===== src/rtl/irq_source_cond_pkg.sv =====
// irq_source_cond_pkg: register addresses and limits shared by the interrupt source conditioner.
package irq_source_cond_pkg;
   localparam int NUM_SRC_MAX = 32;
   localparam logic [2:0] ADDR_MODE   = 3'd0;
   localparam logic [2:0] ADDR_POL    = 3'd1;
   localparam logic [2:0] ADDR_PEND   = 3'd2;
   localparam logic [2:0] ADDR_RAW    = 3'd3;
   localparam logic [2:0] ADDR_SWSET  = 3'd4;
   localparam logic [2:0] ADDR_ENABLE = 3'd5;
endpackage


===== src/rtl/irq_sync.sv =====
// irq_sync: single-bit multi-flop synchroniser into PCLK with async reset to 0.
module irq_sync #(
   parameter int STAGES = 2
) (
   input  logic PCLK,
   input  logic PRESETn,
   input  logic d_i,
   output logic q_o
);
   logic [STAGES-1:0] sync_q;
   always_ff @(posedge PCLK or negedge PRESETn)
      if (!PRESETn) sync_q <= '0;
      else          sync_q <= {sync_q[STAGES-2:0], d_i};
   assign q_o = sync_q[STAGES-1];
endmodule


===== src/rtl/irq_source_cond.sv =====
// irq_source_cond: APB-programmable per-source edge/level interrupt conditioner
// feeding the active-high irqSource inputs of the interrupt controller.
module irq_source_cond
   import irq_source_cond_pkg::*;
#(
   parameter int NUM_SRC     = 8,
   parameter int SYNC_STAGES = 2
) (
   input  logic               PCLK,
   input  logic               PRESETn,
   input  logic               PSEL,
   input  logic               PENABLE,
   input  logic               PWRITE,
   input  logic [4:2]         PADDR,
   input  logic [31:0]        PWDATA,
   output logic [31:0]        PRDATA,
   input  logic [NUM_SRC-1:0] irq_in,
   output logic [NUM_SRC-1:0] irq_out
);
   logic [NUM_SRC-1:0] sync, prev_q, evt, wd, set, clr, pend_view;
   logic [NUM_SRC-1:0] mode_q, mode_d, pol_q, pol_d, en_q, en_d, pend_q, pend_d;
   logic [31:0] prdata_q, prdata_d;
   logic wr, rd, unused_pwdata;

   for (genvar i = 0; i < NUM_SRC; i++) begin : g_sync
      irq_sync #(.STAGES(SYNC_STAGES)) u_sync (
         .PCLK   (PCLK),
         .PRESETn(PRESETn),
         .d_i    (irq_in[i]),
         .q_o    (sync[i])
      );
   end

   assign wr = PSEL & PWRITE & ~PENABLE;
   assign rd = PSEL & ~PWRITE & ~PENABLE;
   assign wd = PWDATA[NUM_SRC-1:0];
   assign unused_pwdata = ^PWDATA;
   // Edges come from raw sync/prev, so a POL change alone can never fire.
   assign evt = (pol_q & prev_q & ~sync) | (~pol_q & sync & ~prev_q);

   always_comb begin
      mode_d = (wr && PADDR == ADDR_MODE)   ? wd : mode_q;
      pol_d  = (wr && PADDR == ADDR_POL)    ? wd : pol_q;
      en_d   = (wr && PADDR == ADDR_ENABLE) ? wd : en_q;
      set    = evt | ((wr && PADDR == ADDR_SWSET) ? wd : '0);
      clr    = (wr && PADDR == ADDR_PEND) ? wd : '0;
      // Set beats clear; level sources and sources changing mode hold nothing latched.
      pend_d = mode_q & (set | (pend_q & ~clr)) & ~(mode_q ^ mode_d);
   end

   assign pend_view = (mode_q & pend_q) | (~mode_q & (sync ^ pol_q));
   assign irq_out   = en_q & pend_view;

   always_comb begin
      prdata_d = '0;
      if (rd)
         case (PADDR)
            ADDR_MODE:   prdata_d = 32'(mode_q);
            ADDR_POL:    prdata_d = 32'(pol_q);
            ADDR_PEND:   prdata_d = 32'(pend_view);
            ADDR_RAW:    prdata_d = 32'(sync);
            ADDR_ENABLE: prdata_d = 32'(en_q);
            default:     prdata_d = '0;
         endcase
   end

   always_ff @(posedge PCLK or negedge PRESETn)
      if (!PRESETn) begin
         mode_q   <= '0;
         pol_q    <= '0;
         en_q     <= '0;
         pend_q   <= '0;
         prev_q   <= '0;
         prdata_q <= '0;
      end else begin
         mode_q   <= mode_d;
         pol_q    <= pol_d;
         en_q     <= en_d;
         pend_q   <= pend_d;
         prev_q   <= sync;
         prdata_q <= prdata_d;
      end

   assign PRDATA = prdata_q;
endmodule


===== config.mk =====
export PLATFORM = sky130hd
export DESIGN_NAME = irq_source_cond
export DESIGN_NICKNAME = d
export VERILOG_FILES = /design/src/rtl/irq_source_cond_pkg.sv /design/src/rtl/irq_sync.sv /design/src/rtl/irq_source_cond.sv
export SDC_FILE = /design/constraint.sdc
export NUM_CORES = 1
export LEC_CHECK = 0
export BUFFER_PORTS_ARGS = -buffer_cell sky130_fd_sc_hd__buf_2
export CORE_AREA = 2 2 86 88
export DETAILED_ROUTE_END_ITERATION = 7
export DIE_AREA = 0 0 88 90
export PLACE_DENSITY_LB_ADDON = 0.25
export SLEW_MARGIN = 40
export SYNTH_ARGS = -nofsm -noshare
export SYNTH_HDL_FRONTEND = slang
export SYNTH_SLANG_ARGS = --single-unit

===== constraint.sdc =====
create_clock -name PCLK -period 1.3 [get_ports PCLK]
set_input_delay 0.325 -clock PCLK [delete_from_list [all_inputs] [get_ports PCLK]]
set_output_delay 0.325 -clock PCLK [all_outputs]
set_load 0.005 [all_outputs]

==> summary by stage, run 1 <==
Outcome
The run finished, with violations left. The checks that failed: negative setup slack.

Worst setup path
The cell type group with the largest total delay on the critical path is flip-flops. The origin of the critical flop-to-flop path is g_sync[7].u_sync.sync_q[1]. STA puts the critical path data required time at 980 ps. The worst setup path is of the register to output pin kind. The largest individual stage delay along the critical path comes from the cell sky130_fd_sc_hd__dfrtp_1. The biggest fanout along the worst timing path is 2.

The critical path capture point is irq_out[7]. The launching element type of the critical path is a register. The timing startpoint of the critical path is g_sync[7].u_sync.sync_q[1]. In this run the critical register-to-register path is captured at PRDATA[7]. The critical path runs through a total of 5 cells.

Across all register-to-register paths, the minimum setup slack is -10 ps. The nature of the critical path endpoint is an output pin. The worst reg-to-reg path cell count is 6. The combined buffer and inverter count along the critical path is 1. Data arrives at the worst endpoint at 1390 ps. The critical path goes through ha_4 -> nor2_4 -> a21oi_2 -> nor2b_1 -> buf_2. On the worst path, the slowest cell contributes a delay of 410 ps.

Synthesis
The gate count after technology mapping is 294. Sequential cells were found to cover 50.00% of the synthesized design area. The main flop type after synthesis is sky130_fd_sc_hd__dfrtp_1. In this run the mean area of a mapped cell was 10.89 um^2. The cell type contributing the most total cell area after synthesis is sky130_fd_sc_hd__dfrtp_1.

After synthesis, the cell types taking the most area are sky130_fd_sc_hd__dfrtp_1 (50%), sky130_fd_sc_hd__mux2_2 (7.7%), sky130_fd_sc_hd__buf_4 (6.1%). The dominant cell by count in the synthesized netlist is sky130_fd_sc_hd__dfrtp_1. During synthesis, Yosys emitted a total of 0 warnings.

Counting flops with an async set or reset pin after synthesis yields a share of 100.0%. The area share of the largest cell type after synthesis is 50.00%. The flip-flop and latch count after synthesis is 64. The post-synth design cell area is 3203 um^2. The count of flip-flops with a built-in enable after synthesis is 0. The number of unique standard cell types used by synthesis is 33. The commonest cells after synthesis are sky130_fd_sc_hd__dfrtp_1 (64), sky130_fd_sc_hd__buf_4 (26), sky130_fd_sc_hd__mux2_2 (22).

Flow run
The tool flagged a number of max-cap violations equal to 0.

Timing
The post-route clock skew is 10.44 ps. Setup repair after global routing could not meet its margin everywhere. Static timing analysis puts the maximum clock frequency at 584.2 MHz. In the finished design, the share of the clock period the worst path needs comes to 131.7%. The worst-case setup margin in the final layout is -411.7 ps. Counting I/O delays and the setup requirement, the final critical path takes 1712 ps. Setup violations remaining at the end of the flow were counted as 9. The tightest hold margin is 81.37 ps. The number of max-slew violations in the final report was 0. The number of endpoints with negative hold slack in the final report is 0.

GRT
The all-layer global routing usage is 18.83%. The number of global-route vias before repair is 2,306. The first-pass GRT wire length is 11,340 um. Entering global routing, the biggest net connects 65 pins.

The total overflow reported by the global router is 0. The initial antenna violation count is 0.

Drt
The total via count after detailed routing is 2,505. The number of detailed-routing iterations run before antenna repair is 5. For this block, wires on met1 add up to 3176 um. The routed wire length per instance is 14.55 um. For this run, design rule violations remaining after detail routing come to 0. The via-per-instance ratio is 5.154. The residual antenna-violating net count after detailed routing is 0.

Summed over all nets, wire length on met2 after detailed routing comes to 3323 um. After detailed routing, no signal wire sits above met4. Wire segments on met3 add up to 469 um in the final route. Wires add up to 7072 um.

The first routing iteration left 84 violations.

Clock network
The CTS buffer count is 9. The CTS sink count is 64. The tree is rooted in a sky130_fd_sc_hd__clkbuf_8. The clock passes through at most 2 buffers. The CTS clock-pin slew for the worst setup and hold paths is 70 ps. The worst-skew pair later-pin latency is 340 ps. The clock tree synthesis step divided the H-tree into 3 levels. The CTS tree is done.

Die
After floorplanning, the core was divided into 31 placement rows. In this run the count of I/O pins placed on the die edge is 88. The floorplan core area is 7020 um^2. The die covers 7920 um^2.

In this run the vertical extent of the chip is 90 um. The die is 88 um wide. The effective utilization at floorplan is 45.62%.

Placed design
The quantity of I/O buffers inserted on ports is 39. The placed wire-length estimate after detailed placement is 4742 um. Routability-driven placement finished with a final weighted congestion of 0.8326. At the placement stage, the worst setup path has a slack of -191.3 ps.

Pwr
The design draws 5296 uW. The static power due to leakage is 0.001941 uW. The power per unit of standard cell area is 1279 nW/um^2. The peak ir drop on the vdd network is 0.0006687 V.

Finish
The layout net count is 438. From synthesis to final layout, the design area changed by 29.30%. The antenna diode count is 0. Cells with a size suffix above 1 make up 42.64% of the layout.

Min path
The worst hold path belongs to the class primary input to register.
[state kept, by name, summed over array words and instances, names as in the netlist]
name / flops
PRDATA: 8
prev_q: 8
en_q: 8
pend_q: 8
g_sync.u_sync.sync_q: 16
pol_q: 8
mode_q: 8
[placed cells by master (no fill, tap or decap), types with 3 or more instances in the layout]
cell | Yosys | final
sky130_fd_sc_hd__a32oi_1 | 8 | 8
sky130_fd_sc_hd__nand3b_1 | 12 | 12
sky130_fd_sc_hd__buf_4 | 26 | 46
sky130_fd_sc_hd__nand2b_1 | 3 | 3
sky130_fd_sc_hd__conb_1 | 1 | 24
sky130_fd_sc_hd__clkbuf_8 | 0 | 11
sky130_fd_sc_hd__mux2_2 | 22 | 22
sky130_fd_sc_hd__nand2_1 | 18 | 18
sky130_fd_sc_hd__buf_2 | 4 | 38
sky130_fd_sc_hd__o21ai_0 | 21 | 13
sky130_fd_sc_hd__nor2_1 | 14 | 13
sky130_fd_sc_hd__nor3b_1 | 8 | 7
sky130_fd_sc_hd__o21ai_2 | 0 | 7
sky130_fd_sc_hd__and2_1 | 6 | 5
sky130_fd_sc_hd__a21oi_1 | 10 | 8
sky130_fd_sc_hd__inv_2 | 0 | 7
sky130_fd_sc_hd__nand3_1 | 10 | 10
sky130_fd_sc_hd__ha_4 | 0 | 7
sky130_fd_sc_hd__inv_1 | 18 | 11
sky130_fd_sc_hd__a221oi_2 | 0 | 8
sky130_fd_sc_hd__dfrtp_1 | 64 | 64
sky130_fd_sc_hd__o211ai_1 | 6 | 6
sky130_fd_sc_hd__nor2b_1 | 10 | 10
[where the power goes]
part	switching, uW	internal, uW	leakage (uW)
clock	740	986	0.000103
combinational	511	656	0.00103
sequential	197	2210	0.000807
[metrics by stage]
step / util, % / TNS [ps] / cells / cell area [um^2]
2_1_floorplan: - / -130.5 / 317 / 3339
3_3_place_gp: 53.18 / -5433 / 462 / 3734
3_5_place_dp: 53.18 / -5957 / 462 / 3734
4_1_cts: 57.44 / -3464 / 483 / 4033
5_1_grt: 58.99 / -3754 / 486 / 4141
6_report: 58.99 / -3100 / 486 / 4141
[final cells by class]
| type | count | area (um^2) |
|---|---|---|
| repair buffers | 88 | 588.1 |
| well taps | 99 | 123.9 |
| clock inverters | 3 | 40.04 |
| multi-input cells | 201 | 1562 |
| flip-flops and latches | 64 | 1602 |
| inverters | 18 | 67.56 |
| fillers | 574 | 2879 |
| clock buffers | 13 | 158.9 |
[what timing repair did]
action / CTS / global route
endpoints found under the hold margin: 30 / 0
buffers inserted: 4 / 4
resized for setup: 19 / 19
cloned: 0 / 0
pin swaps: 20 / 17
endpoints found under the setup margin: 9 / 13
hold buffers: 1 / 0
[layer usage]
metal / vias to the layer above / track usage [%]
li1: 1165 / -
met1: 1229 / 26.91
met2: 99 / 27.97
met3: 12 / 4.408
met4: 0 / 6.538
met5: - / 0
[worst min path at each step]
stage	from	endpoint	slack, ps	depth (start not counted)
2_1_floorplan	PRESETn	PRDATA[0]	30	0
6_report	irq_in[1]	g_sync[1].u_sync.sync_q[0]	80	1
5_1_grt	irq_in[2]	g_sync[2].u_sync.sync_q[0]	70	1
3_3_place_gp	g_sync[4].u_sync.sync_q[0]	g_sync[4].u_sync.sync_q[1]	330	0
4_1_cts	irq_in[1]	g_sync[1].u_sync.sync_q[0]	70	1
3_5_place_dp	g_sync[2].u_sync.sync_q[0]	g_sync[2].u_sync.sync_q[1]	330	0
[cells by family after synthesis]
| group | count (synthesis) | share of synthesized area [%] |
|---|---|---|
| other cells | 1 | 0.1171 |
| fa+ha+maj | 8 | 3.125 |
| compound gates | 57 | 11.56 |
| simple gates | 88 | 16.76 |
| mux | 24 | 8.672 |
| flops | 64 | 50.00 |
| buf+inv | 52 | 9.766 |
Power figures use the tool's default switching activity.
==> run 2: changes to the inputs <==
--- a/config.mk
+++ b/config.mk
@@ -6,10 +6,11 @@
 export NUM_CORES = 1
 export LEC_CHECK = 0
 export BUFFER_PORTS_ARGS = -buffer_cell sky130_fd_sc_hd__buf_2
-export CORE_AREA = 2 2 86 88
+export CORE_AREA = 2 2 107 109
 export DETAILED_ROUTE_END_ITERATION = 7
-export DIE_AREA = 0 0 88 90
+export DIE_AREA = 0 0 109 111
 export PLACE_DENSITY_LB_ADDON = 0.25
+export SETUP_SLACK_MARGIN = 0.2
 export SLEW_MARGIN = 40
 export SYNTH_ARGS = -nofsm -noshare
 export SYNTH_HDL_FRONTEND = slang
==> run 2 against run 1 <==
Compared with the run above: the flow finishes with violations (negative hold slack, negative setup slack); power increased by 20%; routed wire length increased by 14%; non-clock buffer count increased by 13; setup slack got worse by 12 ps; critical path depth unchanged; combinational power increased by 28%; utilization decreased by 17 points; count of clock-buffer cells in the layout unchanged; worst hold slack got worse by 83 ps; critical endpoint unchanged.
==> summary by stage, run 2 (synthesis results as in run 1) <==
GRT
The fraction of met3 tracks used by global routing is 4.703% (+0.30 points). The met2 capacity usage during global routing was 21.37% (-6.6 points). The met1 usage was 18.27% (-8.6 points). The total overflow reported by the global router was 0 (unchanged). The first-pass GRT wire length is 12,650 um (+12%). met2 is the most crowded layer. The initial antenna violation count is 0 (unchanged). The number of global-route vias before repair is 2,484 (+7.7%). The all-layer global routing usage is 14.01% (-4.8 points). The maximum number of pins on one net before global-route repair is 65 (unchanged).

Clock network
The root buffer cell chosen for the clock tree is sky130_fd_sc_hd__clkbuf_16. The CTS clock-pin slew for the worst setup and hold paths is 50 ps (-20 ps). The maximum level of the CTS H-tree is 3 (unchanged).

The CTS sink count is 64 (unchanged). The worst-skew pair later-pin latency came to 330 ps (about the same). The number of hold-repair buffers added at the cts stage is 0 (-1). TritonCTS built the clock tree. The CTS buffer count is 9 (unchanged).

The maximum count of clock buffers along a single path is 2 (unchanged).

Die
The height of the chip came to 111 um (+23%). The total I/O pin count is 88 (unchanged). The effective utilization at floorplan is 28.92% (-17 points). The die footprint was 12,100 um^2 (+53%).

The floorplan core area is 11,080 um^2 (+58%). The die width is 109 um (+24%). The number of rows in the core area is 39 (+26%).

Timing
The tightest hold margin came to -1.819 ps (-83.19 ps). The maximum operating frequency was 580.3 MHz (-0.67%). The minimum clock period after layout is 1723 ps (+11.58 ps). The share of the cycle needed by the critical path after routing is 132.6% (+0.89 points).

The worst-case setup margin in the final layout came to -423.3 ps (-11.58 ps). The post-route clock skew came to 3.049 ps (-7.389 ps). Setup repair after global routing could not meet its margin everywhere. The number of setup violations in the final report is 9 (unchanged).

The number of max-slew violations in the final report was 0 (unchanged). The number of endpoints with negative hold slack in the final report is 1 (+1).

Worst setup path
The data required time of the worst path is 980 ps (about the same). The origin of the critical flop-to-flop path is g_sync[7].u_sync.sync_q[1]. Tracing the worst setup path back leads to its startpoint at g_sync[7].u_sync.sync_q[1].

The launching element type of the critical path is a register. STA classifies the critical path endpoint as an output pin. The cell with the largest stage delay on the worst path is sky130_fd_sc_hd__dfrtp_1. The data arrival time at the worst-slack endpoint is 1400 ps (about the same). The signal on the critical path passes through ha_4 -> nor2_4 -> a21oi_2 -> nor2b_1 -> buf_2. The cell type group with the largest total delay on the critical path is flip-flops. The capture instance of the worst register-to-register path is PRDATA[7].

The delay of the slowest cell on the worst path is 410 ps (about the same). The combined buffer and inverter count along the critical path is 1 (unchanged). The biggest fanout along the worst timing path came to 2 (unchanged). The register-to-register setup slack is -200 ps (-190 ps). The worst reg-to-reg path cell count is 8 (+2).

The type of the setup path with the least slack is register to output pin.

Outcome
The checks that failed: negative hold slack, negative setup slack. The flow ran to the end, but the final reports show violations.

Min path
The worst hold path belongs to the class primary input to asynchronous set/reset pin.

Drt
The number of DRC violations after detailed-routing iteration 0 is 69 (-18%). The total DRC errors in the routed layout was 0 (unchanged). The number of detailed-routing iterations run before antenna repair is 4 (-1). The routed wire length per instance is 14.81 um (+1.8%).

The routed wire length is 8059 um (+14%). The total via count after detailed routing is 2,486 (-0.76%). The via-per-instance ratio is 4.570 (-11%). The residual antenna-violating net count after detailed routing is 0 (unchanged).

Placed design
The final RePlAce weighted congestion is 0.7871 (-5.5%). The post-place setup slack came to -197.4 ps (-6.179 ps). The placed wire-length estimate after detailed placement is 5308 um (+12%). The quantity of I/O buffers inserted on ports is 39 (unchanged).

Flow run
The reported max-cap violation count is 0 (unchanged).

Pwr
The overall power of the completed layout is 6334 uW (+20%). The static power due to leakage is 0.002152 uW (+11%). The peak ir drop on the vdd network is 0.0005406 V (-19%). The power per unit of standard cell area is 1348 nW/um^2 (+5.4%).

Finish
The layout net count came to 452 (+3.2%). The antenna diode count is 0 (unchanged). The number of flip-flops in the largest register is 16 (unchanged). The ratio of cells with drive above 1 in the final layout is 51.87% (+9.2 points). The leading cell type in the layout, fill and taps excluded is sky130_fd_sc_hd__dfrtp_1. Compared with the post-synthesis result, the final layout area differs by 46.68%. Leaving out fill and tap cells, the most frequent cells in the layout are sky130_fd_sc_hd__dfrtp_1 (64), sky130_fd_sc_hd__buf_4 (37), sky130_fd_sc_hd__buf_2 (35). The largest register by flop count is g_sync.u_sync.sync_q.
run 2: cell count changes in the layout (fill, tap and decap cells not counted), sizes merged:
cell / before / now
buf: 87 / 101
nand2: 20 / 21
dlygate4sd3: 1 / 0
run 2: area by class of cell:
cell class / count / area, um^2
tap: 143 / 178.9
clock buffer: 13 / 260.3
clock inverter: 3 / 40.04
sequential: 64 / 1602
multi-input combinational: 202 / 1758
fill: 1036 / 6379
timing repair buffer: 101 / 792.0
inverter: 18 / 67.56
run 2: repair_timing:
action	4_1_cts	5_1_grt
buffers inserted	9	8
setup endpoints to repair	36	54
gates cloned	0	1
pin swaps	16	22
gates resized for setup	40	57
run 2: how the worst max path moves through the flow:
stage	end	depth (start not counted)
after floorplan	pend_q[0]	6
after global placement	en_q[0]	6
after detailed placement	en_q[0]	6
after CTS	irq_out[6]	5
after global routing	irq_out[7]	5
final	irq_out[7]	5
run 2: routing by layer:
metal / routed length [um] / vias up
li1: - / 1200
met1: 3581 / 1198
met2: 3895 / 74
met3: 425 / 14
met4: 157 / 0
met5: 0 / -
run 2: through the flow:
step	utilization (%)	instance area [um^2]	setup TNS, ps	instances
4_1_cts	39.68	4395	-3617	535
3_3_place_gp	35.07	3885	-5889	510
5_1_grt	42.42	4698	-3943	544
6_report	42.42	4698	-3284	544
3_5_place_dp	35.07	3885	-5766	510
2_1_floorplan	-	3428	-31.90	317
run 2: report_power, final:
group | switching [uW] | internal [uW]
Sequential | 207 | 2210
Clock | 840 | 1580
Combinational | 601 | 895
==> run 3: changes to the inputs <==
==> constraint.sdc (replaced) <==
create_clock -name PCLK -period 1.3 [get_ports PCLK]
set_input_delay 0.065 -clock PCLK [delete_from_list [all_inputs] [get_ports PCLK]]
set_output_delay 0.065 -clock PCLK [all_outputs]
set_load 0.005 [all_outputs]
==> run 3 against run 2 <==
Compared with the run above: largest power group is now clock; final area fell by 5.7%; critical endpoint is now irq_out[3]; critical path type unchanged; setup slack gained 280 ps; register-to-register slack better by 220 ps; clock power is essentially flat; sequential share of layout area is 2.1 points higher; power down 4.8%; the flow finishes with violations (negative setup slack).
==> summary by stage, run 3 (synthesis results as in run 1) <==
GRT
The all-layer global routing usage is 13.47% (-0.54 points). The first-pass GRT wire length is 12,200 um (-3.6%). The total overflow reported by the global router is 0 (unchanged). The maximum number of pins on one net before global-route repair came to 65 (unchanged).

The number of global-route vias before repair is 2,440 (-1.8%). The initial antenna violation count is 0 (unchanged).

Clock network
The CTS buffer count is 9 (unchanged). The CTS clock-pin slew for the worst setup and hold paths is 50 ps (about the same). The tree is rooted in a sky130_fd_sc_hd__clkbuf_16. The CTS sink count came to 64 (unchanged).

The worst-skew pair later-pin latency came to 330 ps (about the same). The maximum count of clock buffers along a single path came to 2 (unchanged). TritonCTS built the clock tree.

The maximum level of the CTS H-tree is 3 (unchanged).

Flow run
The reported max-cap violation count is 0 (unchanged).

Pwr
The power per unit of standard cell area is 1362 nW/um^2 (+1.0%). The static power due to leakage was 0.002020 uW (-6.1%). The peak ir drop on the vdd network is 0.0005307 V (-1.8%).

Worst setup path
The data required time of the worst path is 1240 ps (+260 ps). The launching element type of the critical path is a register. The type of the setup path with the least slack is register to output pin.

In this run the worst setup path begins at g_sync[3].u_sync.sync_q[1]. The biggest fanout along the worst timing path is 2 (unchanged). The nature of the critical path endpoint is an output pin.

The origin of the critical flop-to-flop path is g_sync[7].u_sync.sync_q[1]. The data arrival time at the worst-slack endpoint is 1380 ps (-20 ps).

Drt
The via-per-instance ratio is 4.525 (-0.98%). The number of DRC violations after detailed-routing iteration 0 came to 36 (-48%). The residual antenna-violating net count after detailed routing is 0 (unchanged).

The total DRC errors in the routed layout was 0 (unchanged). The number of detailed-routing iterations run before antenna repair is 4 (unchanged). The total via count after detailed routing is 2,421 (-2.6%). The routed wire length per instance is 14.25 um (-3.8%). The routed wire length was 7626 um (-5.4%).

Placed design
The post-place setup slack is 29.41 ps (+226.8 ps). The placed instance area is 3656 um^2 (-5.9%). The cell total after placement is 495 (-2.9%). The placed wire-length estimate after detailed placement is 5064 um (-4.6%).

The final RePlAce weighted congestion came to 0.8272 (+5.1%). The quantity of I/O buffers inserted on ports was 39 (unchanged).

Finish
The layout net count is 443 (-2.0%). Leaving out fill and tap cells, the most frequent cell in the layout is sky130_fd_sc_hd__dfrtp_1. The ratio of cells with drive above 1 in the final layout was 45.41% (-6.5 points). The final cell count without fillers was 535 (-1.7%).

The number of flip-flops in the largest register is 16 (unchanged). The area of all placed cells without fillers was 4429 um^2 (-5.7%). The synthesis-to-finish area growth is 38.28%. The antenna diode count is 0 (unchanged). The largest register by flop count is g_sync.u_sync.sync_q. In the layout the commonest cells are sky130_fd_sc_hd__dfrtp_1 (64), sky130_fd_sc_hd__buf_2 (39), sky130_fd_sc_hd__buf_4 (37).

Min path
The beginning of the worst hold path is PWDATA[5]. The kind of path behind the tightest hold check is primary input to register.

Timing
The post-route clock skew came to 5.266 ps (+2.218 ps). The maximum operating frequency is 692.5 MHz (+19%). The number of setup violations in the final report is 8 (-1). The tightest hold margin is 63.90 ps (+65.72 ps). The number of endpoints with negative hold slack in the final report came to 0 (-1). The worst-case setup margin in the final layout is -144.0 ps (+279.3 ps). The number of max-slew violations in the final report was 0 (unchanged). The share of the cycle needed by the critical path after routing is 111.1% (-21 points). Setup repair after global routing could not meet its margin everywhere.

The minimum clock period after layout is 1444 ps (-279.3 ps).

Die
The die footprint came to 12,100 um^2 (unchanged). The floorplan core area was 11,080 um^2 (unchanged). The die width came to 109 um (unchanged).

The effective utilization at floorplan came to 28.92% (unchanged). The number of rows in the core area is 39 (unchanged). The height of the chip is 111 um (unchanged). The total I/O pin count was 88 (unchanged).

Outcome
The flow ran to the end, but the final reports show violations. The checks that failed: negative setup slack.
-- run 3: cell type report --
class                           instances  area, um^2
Clock buffer                           12       256.5
Fill cell                            1089        6648
Multi-Input combinational cell        201        1612
Timing Repair Buffer                   93       661.9
Inverter                               18       67.56
Clock inverter                          4       51.30
Sequential cell                        64        1602
Tap cell                              143       178.9
-- run 3: worst max-delay path, stage by stage, from the launching register on --
cell and delay (ps):
sky130_fd_sc_hd__dfrtp_1 420, sky130_fd_sc_hd__ha_4 260, sky130_fd_sc_hd__o21ai_2 130, sky130_fd_sc_hd__and2_1 140, sky130_fd_sc_hd__buf_2 100
-- run 3: worst paths after layout --
path | to | slack, ps | depth (start not counted)
worst max register to register | PRDATA[7] | 20 | 6
min in group asynchronous | g_sync[1].u_sync.sync_q[0] | 280 | 3
worst min register to register | g_sync[3].u_sync.sync_q[1] | 340 | 0
worst max-delay path | irq_out[3] | -140 | 4
max in group asynchronous | g_sync[6].u_sync.sync_q[1] | 740 | 3
worst min-delay path | mode_q[5] | 60 | 2
-- run 3: power breakdown --
| part | internal [uW] | total [uW] | leakage, uW | switching [uW] |
|---|---|---|---|---|
| logic | 665 | 1190 | 0.00106 | 523 |
| registers | 2210 | 2410 | 0.000807 | 197 |
| clock network | 1590 | 2440 | 0.000149 | 847 |
| total | 4470 | 6030 | 0.00202 | 1570 |
-- run 3: timing repair --
| item | in CTS | in global routing |
|---|---|---|
| buffers inserted | 12 | 3 |
| hold buffers | 9 | 0 |
| gates resized for setup | 40 | 31 |
| pin swaps | 28 | 14 |
| endpoints found under the setup margin | 24 | 24 |
| endpoints found under the hold margin | 72 | 0 |
-- run 3: metal layers --
metal / vias up / routed length [um] / GRT usage (%)
met5: - / 0 / 0
met4: 0 / 59 / 3.846
met3: 7 / 387 / 4.233
met2: 70 / 3659 / 20.99
met1: 1165 / 3519 / 17.91
li1: 1179 / - / -
-- run 3: through the flow --
stage | TNS [ps] | util, % | power, uW
2_1_floorplan | 0 | - | 2980
3_3_place_gp | 0 | 33.01 | 3252
3_5_place_dp | 0 | 33.01 | 3273
4_1_cts | -1370 | 38.51 | 5959
5_1_grt | -1535 | 39.99 | 6374
6_report | -951.3 | 39.99 | 6032
